**config.mk**
```make
export PLATFORM = sky130hd
export DESIGN_NAME = mem_lsu
export DESIGN_NICKNAME = d
export VERILOG_FILES = /design/src/rtl/mem_lsu_pkg.sv /design/src/rtl/lsu_fmt.sv /design/src/rtl/mem_lsu.sv
export SDC_FILE = /design/constraint.sdc
export NUM_CORES = 1
export LEC_CHECK = 0
export CORE_ASPECT_RATIO = 0.9
export CORE_MARGIN = 2
export CORE_UTILIZATION = 35
export CTS_BUF_LIST = sky130_fd_sc_hd__clkbuf_2 sky130_fd_sc_hd__clkbuf_4 sky130_fd_sc_hd__clkbuf_8
export CTS_CLUSTER_DIAMETER = 60
export DETAILED_ROUTE_END_ITERATION = 10
export MAX_ROUTING_LAYER = met4
export PLACE_DENSITY = 0.71
export SYNTH_ARGS = -nofsm -noshare
export SYNTH_HDL_FRONTEND = slang
export SYNTH_SLANG_ARGS = --single-unit
```
**constraint.sdc**
```tcl
create_clock -name clk -period 7.6 [get_ports clk]
set_clock_uncertainty 0.05 [all_clocks]
set_input_delay 1.52 -clock clk [delete_from_list [all_inputs] [get_ports clk]]
set_output_delay 1.52 -clock clk [all_outputs]
set_load 0.02 [all_outputs]
```
**src/rtl/mem_lsu_pkg.sv**
```systemverilog
// Shared types for the MEM-stage load/store unit: memory op codes, FSM states
// and small op-classification helpers.
package mem_lsu_pkg;

    typedef enum logic [3:0] {
        MEM_NONE = 4'd0,
        MEM_LB   = 4'd1,
        MEM_LBU  = 4'd2,
        MEM_LH   = 4'd3,
        MEM_LHU  = 4'd4,
        MEM_LW   = 4'd5,
        MEM_SB   = 4'd6,
        MEM_SH   = 4'd7,
        MEM_SW   = 4'd8
    } mem_op_t;

    typedef enum logic [1:0] {
        ST_IDLE = 2'd0,
        ST_BUSY = 2'd1,
        ST_DONE = 2'd2
    } lsu_state_t;

    localparam logic RST_ENABLE = 1'b0;

    function automatic logic is_load(input mem_op_t op);
        return op inside {MEM_LB, MEM_LBU, MEM_LH, MEM_LHU, MEM_LW};
    endfunction

    function automatic logic is_store(input mem_op_t op);
        return op inside {MEM_SB, MEM_SH, MEM_SW};
    endfunction

endpackage

```
**src/rtl/lsu_fmt.sv**
```systemverilog
// Combinational byte/half/word formatter: lane enables, replicated store data,
// extended load data and alignment check for one access.
module lsu_fmt
    import mem_lsu_pkg::*;
#(
    parameter bit BIG_ENDIAN = 1'b1
) (
    input  logic [1:0]  i_addr,
    input  mem_op_t     i_op,
    input  logic [31:0] i_wdata,
    input  logic [31:0] i_rdata,
    output logic [3:0]  o_sel,
    output logic [31:0] o_wdata,
    output logic [31:0] o_rdata,
    output logic        o_misalign
);

    logic [1:0]  w_lane;
    logic        w_halfHi;
    logic [7:0]  w_byte;
    logic [15:0] w_half;

    // Lane numbers count from bit 0; big-endian maps byte address k to lane 3-k.
    always_comb begin
        w_lane     = BIG_ENDIAN ? ~i_addr : i_addr;
        w_halfHi   = BIG_ENDIAN ? ~i_addr[1] : i_addr[1];
        w_byte     = i_rdata[{w_lane, 3'b000} +: 8];
        w_half     = i_rdata[{w_halfHi, 4'b0000} +: 16];
        o_sel      = 4'b0000;
        o_wdata    = 32'd0;
        o_rdata    = 32'd0;
        o_misalign = 1'b0;
        case (i_op)
            MEM_LB: begin
                o_sel   = 4'b0001 << w_lane;
                o_rdata = {{24{w_byte[7]}}, w_byte};
            end
            MEM_LBU: begin
                o_sel   = 4'b0001 << w_lane;
                o_rdata = {24'd0, w_byte};
            end
            MEM_LH: begin
                o_sel      = w_halfHi ? 4'b1100 : 4'b0011;
                o_rdata    = {{16{w_half[15]}}, w_half};
                o_misalign = i_addr[0];
            end
            MEM_LHU: begin
                o_sel      = w_halfHi ? 4'b1100 : 4'b0011;
                o_rdata    = {16'd0, w_half};
                o_misalign = i_addr[0];
            end
            MEM_LW: begin
                o_sel      = 4'b1111;
                o_rdata    = i_rdata;
                o_misalign = |i_addr;
            end
            MEM_SB: begin
                o_sel   = 4'b0001 << w_lane;
                o_wdata = {4{i_wdata[7:0]}};
            end
            MEM_SH: begin
                o_sel      = w_halfHi ? 4'b1100 : 4'b0011;
                o_wdata    = {2{i_wdata[15:0]}};
                o_misalign = i_addr[0];
            end
            MEM_SW: begin
                o_sel      = 4'b1111;
                o_wdata    = i_wdata;
                o_misalign = |i_addr;
            end
            default: ;
        endcase
    end

endmodule

```
**src/rtl/mem_lsu.sv**
```systemverilog
// MEM stage with integrated load/store unit: non-memory ops pass straight
// through, memory ops stall the pipe while a req/ack bus access is outstanding.
module mem_lsu
    import mem_lsu_pkg::*;
#(
    parameter int TIMEOUT    = 16,
    parameter bit BIG_ENDIAN = 1'b1
) (
    input  logic        clk,
    input  logic        rst,
    input  logic [4:0]  waddr_i,
    input  logic        reg_we_i,
    input  logic [31:0] alu_res_i,
    input  logic [3:0]  mem_op_i,
    input  logic [31:0] store_data_i,
    input  logic        hi_we_i,
    input  logic        lo_we_i,
    input  logic [31:0] hi_i,
    input  logic [31:0] lo_i,
    input  logic        stall_i,
    input  logic        flush_i,
    input  logic        mem_ack_i,
    input  logic [31:0] mem_rdata_i,
    output logic [4:0]  waddr_o,
    output logic        reg_we_o,
    output logic [31:0] mem_data_o,
    output logic        hi_we_o,
    output logic        lo_we_o,
    output logic [31:0] hi_o,
    output logic [31:0] lo_o,
    output logic        mem_req_o,
    output logic        mem_we_o,
    output logic [31:0] mem_addr_o,
    output logic [3:0]  mem_sel_o,
    output logic [31:0] mem_wdata_o,
    output logic        stall_req_o,
    output logic        misalign_o,
    output logic        bus_err_o
);

    localparam int            CW   = $clog2(TIMEOUT);
    localparam logic [CW-1:0] LAST = CW'(TIMEOUT - 1);

    lsu_state_t    r_state;
    lsu_state_t    w_next;
    logic [CW-1:0] r_cnt;
    logic [31:0]   r_result;
    logic [31:0]   r_addr;
    logic [31:0]   r_sdata;
    mem_op_t       r_op;
    logic [4:0]    r_waddr;
    logic          r_regwe;
    logic          r_drop;
    logic          r_err;

    mem_op_t       w_op;
    mem_op_t       w_fOp;
    logic [1:0]    w_fAddr;
    logic [31:0]   w_fData;
    logic [3:0]    w_sel;
    logic [31:0]   w_wdata;
    logic [31:0]   w_ldata;
    logic          w_misalign;
    logic          w_isMem;
    logic          w_start;
    logic          w_timeout;

    // Once the access is launched the formatter runs off the captured op, so
    // the bus stays stable even if a flush lets the upstream register move on.
    assign w_op      = mem_op_t'(mem_op_i);
    assign w_isMem   = is_load(w_op) || is_store(w_op);
    assign w_fOp     = (r_state == ST_IDLE) ? w_op : r_op;
    assign w_fAddr   = (r_state == ST_IDLE) ? alu_res_i[1:0] : r_addr[1:0];
    assign w_fData   = (r_state == ST_IDLE) ? store_data_i : r_sdata;
    assign w_start   = (r_state == ST_IDLE) && w_isMem && !w_misalign && !flush_i;
    assign w_timeout = (r_cnt == LAST);

    lsu_fmt #(.BIG_ENDIAN(BIG_ENDIAN)) u_fmt (
        .i_addr     (w_fAddr),
        .i_op       (w_fOp),
        .i_wdata    (w_fData),
        .i_rdata    (mem_rdata_i),
        .o_sel      (w_sel),
        .o_wdata    (w_wdata),
        .o_rdata    (w_ldata),
        .o_misalign (w_misalign)
    );

    always_ff @(posedge clk) begin
        if (rst == RST_ENABLE) r_state <= ST_IDLE;
        else                   r_state <= w_next;
    end

    // A flushed access still completes on the bus but skips the DONE cycle.
    always_comb begin
        w_next = r_state;
        case (r_state)
            ST_IDLE: if (w_start) w_next = ST_BUSY;
            ST_BUSY: if (mem_ack_i || w_timeout)
                         w_next = (r_drop || flush_i) ? ST_IDLE : ST_DONE;
            ST_DONE: if (flush_i || !stall_i) w_next = ST_IDLE;
            default: w_next = ST_IDLE;
        endcase
    end

    always_ff @(posedge clk) begin
        if (rst == RST_ENABLE) begin
            r_cnt    <= '0;
            r_result <= '0;
            r_addr   <= '0;
            r_sdata  <= '0;
            r_op     <= MEM_NONE;
            r_waddr  <= '0;
            r_regwe  <= 1'b0;
            r_drop   <= 1'b0;
            r_err    <= 1'b0;
        end else begin
            case (r_state)
                ST_IDLE: begin
                    r_cnt  <= '0;
                    r_drop <= 1'b0;
                    r_err  <= 1'b0;
                    if (w_start) begin
                        r_addr  <= alu_res_i;
                        r_sdata <= store_data_i;
                        r_op    <= w_op;
                        r_waddr <= waddr_i;
                        r_regwe <= reg_we_i && is_load(w_op);
                    end
                end
                ST_BUSY: begin
                    r_cnt <= r_cnt + 1'b1;
                    if (flush_i) r_drop <= 1'b1;
                    if (mem_ack_i) begin
                        r_result <= is_load(r_op) ? w_ldata : 32'd0;
                    end else if (w_timeout) begin
                        r_result <= 32'd0;
                        r_err    <= 1'b1;
                    end
                end
                default: ;
            endcase
        end
    end

    always_comb begin
        waddr_o     = '0;
        reg_we_o    = 1'b0;
        mem_data_o  = '0;
        hi_we_o     = 1'b0;
        lo_we_o     = 1'b0;
        hi_o        = '0;
        lo_o        = '0;
        mem_req_o   = 1'b0;
        mem_we_o    = 1'b0;
        mem_addr_o  = '0;
        mem_sel_o   = '0;
        mem_wdata_o = '0;
        stall_req_o = 1'b0;
        misalign_o  = 1'b0;
        bus_err_o   = 1'b0;
        if (rst != RST_ENABLE) begin
            hi_we_o = hi_we_i && !flush_i;
            lo_we_o = lo_we_i && !flush_i;
            hi_o    = hi_i;
            lo_o    = lo_i;
            case (r_state)
                ST_IDLE: begin
                    waddr_o     = waddr_i;
                    mem_data_o  = alu_res_i;
                    reg_we_o    = reg_we_i && !flush_i && !w_isMem;
                    misalign_o  = w_isMem && w_misalign;
                    stall_req_o = w_start;
                end
                ST_BUSY: begin
                    waddr_o     = r_waddr;
                    mem_req_o   = 1'b1;
                    mem_we_o    = is_store(r_op);
                    mem_addr_o  = {r_addr[31:2], 2'b00};
                    mem_sel_o   = w_sel;
                    mem_wdata_o = w_wdata;
                    stall_req_o = 1'b1;
                    bus_err_o   = w_timeout && !mem_ack_i;
                end
                ST_DONE: begin
                    waddr_o    = r_waddr;
                    mem_data_o = r_result;
                    reg_we_o   = r_regwe && !r_err && !flush_i;
                end
                default: ;
            endcase
        end
    end

endmodule
```
==> impl_metrics.py <==
metrics = {
    "outcome": {
        "outcome": "complete, no violations",
    },
    "clocking": {
        "clockBufferDepth": 2,
        "cts_setup_buffers": 0,
        "cts.sinks": 114,
        "cts.clk_slew.worst_paths_ps": 70,
        "cts_hold_buffers": 0,
        "numCtsBuffers": 17,
        "root_buffer": "clkbuf_8",
        "postCtsResizedCells": 0,
        "insertion_delay_ps": 450,
        "cts_tree": "done",
        "h-tree-depth": 4,
    },
    "min_path": {
        "worstHoldEndpoint": "r_result[15]",
        "hold_class": "flop to flop",
        "hp-start": "r_result[15]",
        "holdPathStages": 2,
    },
    "setup_path": {
        "startpoint_type": "input port",
        "end_kind": "output port",
        "r2r_end": "r_sdata[0]",
        "critPathMostFrequentCell": "clkdlybuf4s50_1",
        "slowest_delay_ps": 610,
        "cp.required_ps": 6030,
        "worstPathArrival_ps": 4440,
        "ff2ff_setup_slack_ps": 3260,
        "crit_type": "input port to output port",
        "reg2regPathDepth": 10,
        "r2r-start": "r_state[0]",
        "critPathSlowestCell": "clkdlybuf4s50_1",
        "crit_path_max_fanout": 8,
        "crit_chain": "clkdlybuf4s50_1, mux2i_1, nand2_1, a21oi_1, o21ai_0, a211o_1, nor2_1, clkdlybuf4s50_1",
    },
    "floorplanning": {
        "initial_utilization": 0.358,
        "die_h_um": 140,
        "die_x_um": 155,
        "core-area_sq_um": 20100,
        "die_area_sq_um": 21800,
        "io-pin-count": 354,
        "row_count": 49,
    },
    "pwr": {
        "p_per_area_nw_per_um2": 211,
        "vdd_drop_max_mv": 0.148,
        "p_leak_nw": 4.80,
    },
    "synth": {
        "avgSynthCellArea_sq_um": 8.81,
        "synth.distinct_cells": 67,
        "synth_cells": 818,
        "synth.top_cell.area_share": 0.317,
        "synth_top_area_cell": "dfxtp_1",
        "yosys_warnings": 0,
        "synth_seq_cells": 114,
        "syn_area_sq_um": 7210,
        "ys_top_cells_by_area": "dfxtp_1, mux2i_1, a22o_1",
        "synth-async-reset-ratio": 0,
        "synth-edff-count": 0,
        "synth_ff_type": "dfxtp_1",
        "yosysSeqAreaShare": 0.317,
    },
    "timing": {
        "final_hold_viol_count": 0,
        "tightest_slew_ps": 1310,
        "fin_hold_ws_ps": 401,
        "maxSlewViolCount": 0,
        "min_period_ps": 6010,
        "timing.fmax_ghz": 0.167,
        "rsz0062_at_grt": "false",
        "fin_crit_sh": 0.790,
        "finalSetupViolations": 0,
        "slew_headroom": 0.119,
        "fin_setup_tns_ps": 0,
    },
    "routing": {
        "route.detailed.drc": 0,
        "routed_wl_mm": 28.4,
        "wl_per_cell_um": 20.4,
        "drtAntennaViolNets": 0,
        "drtIter0Drc": 552,
        "vias_per_cell": 5.30,
        "dr.pass1.iters": 5,
        "vias": 7395,
    },
    "grt": {
        "grt_usage": 0.261,
        "grt_first_pass_wirelength_mm": 42.3,
        "antenna_found_initial": 1,
        "grt.overflow.total": 0,
        "grt_start_max_net_pins": 100,
        "grt_pass1_vias": 7068,
    },
    "cells_and_area": {
        "layout_commonest_cell": "clkdlybuf4s50_1",
        "syn_to_final_growth_pct": 55.5,
        "nets": 1310,
        "drive_gt1_frac": 0.0729,
        "fillers": 1848,
        "final_cell_mix": "clkdlybuf4s50_1, dfxtp_1, mux2i_1, nor2b_1, and2_1",
        "final_cells": 1394,
        "post-route-util": 0.557,
    },
    "placed_design": {
        "placed_cells": 1363,
        "place_congestion": 0.933,
        "dp_hpwl_mm": 21.8,
        "port_buffers": 351,
    },
    "flow_run": {
        "max_cap_violations": 0,
    },
}
stage by stage:
stage,area [sq um],total power [mW],setup slack (ps)
floorplan,7210,1.39,2630
global placement,10800,1.75,1690
detailed placement,10800,1.76,1670
CTS,11200,2.38,1660
global route,11200,2.49,1420
finish,11200,2.37,1590
worst max-delay path, delay by kind of cell:
family	cells	cell delay, ps
AOI/OAI and AO/OA	3	1050
and+or+nand+nor	2	200
buffers and inverters	2	1140
muxes	1	530
flip-flops by register name, summed over array words and instances, names as in the netlist:
name / flops
r_cnt: 4
r_sdata: 32
r_state: 2
r_err: 1
r_op: 4
r_regwe: 1
r_waddr: 5
r_result: 32
r_addr: 32
r_drop: 1
synth_stat cells, drive strengths merged (19+ instances only):
cell and n:
a21oi 29, a22o 55, and2 71, and3 33, buf 25, clkbuf 51
dfxtp 114, mux2 19, mux2i 99, nand2 55, nor2 24, nor2b 76
o21ai 21
routing by layer:
layer	routed length, um	GRT usage
met5	0	-
met4	537	0.0724
met3	1810	0.0439
met2	13800	0.434
met1	12200	0.328
final cells by class:
cell class	count	area [sq um]	share of cell area
Antenna cell	1	2.50	0.000223
Tap cell	255	319	0.0285
Timing Repair Buffer	365	3620	0.323
Multi-Input combinational cell	623	4550	0.406
Clock buffer	21	283	0.0252
Inverter	6	22.5	0.00201
Sequential cell	114	2280	0.204
Clock inverter	9	131	0.0117
kinds of logic (layout without fill, tap and decap cells):
logic type	Yosys count	count (layout)	share of synthesized area
AND/OR/NAND/NOR	309	309	0.246
flip-flops	114	114	0.317
AO/OA/AOI/OAI	183	183	0.193
XOR/XNOR	1	1	0.00122
adder cells (fa/ha/maj)	7	7	0.0118
other	1	3	0.000520
multiplexers	121	121	0.177
buffers and inverters	82	401	0.0538
how the worst max path moves through the flow:
stage               slack [ps]  depth (start not counted)   startpoint           end
finish                    1590                          8  mem_op_i[1]  mem_sel_o[1]
global route              1420                          8  mem_op_i[1]  mem_sel_o[1]
CTS                       1660                          9  mem_op_i[3]  mem_sel_o[2]
detailed placement        1670                          8  mem_op_i[1]  mem_sel_o[1]
floorplan                 2630                          8  mem_op_i[0]   stall_req_o
global placement          1690                          9  mem_op_i[3]  mem_sel_o[0]
power breakdown:
part	switching (mW)	leakage (nW)	total [mW]	internal, mW
registers	0.0314	0.925	0.679	0.647
clock network	0.263	0.203	0.613	0.349
logic	0.582	3.67	1.08	0.497
total	0.876	4.80	2.37	1.49
(Power assumes the default switching activity.)
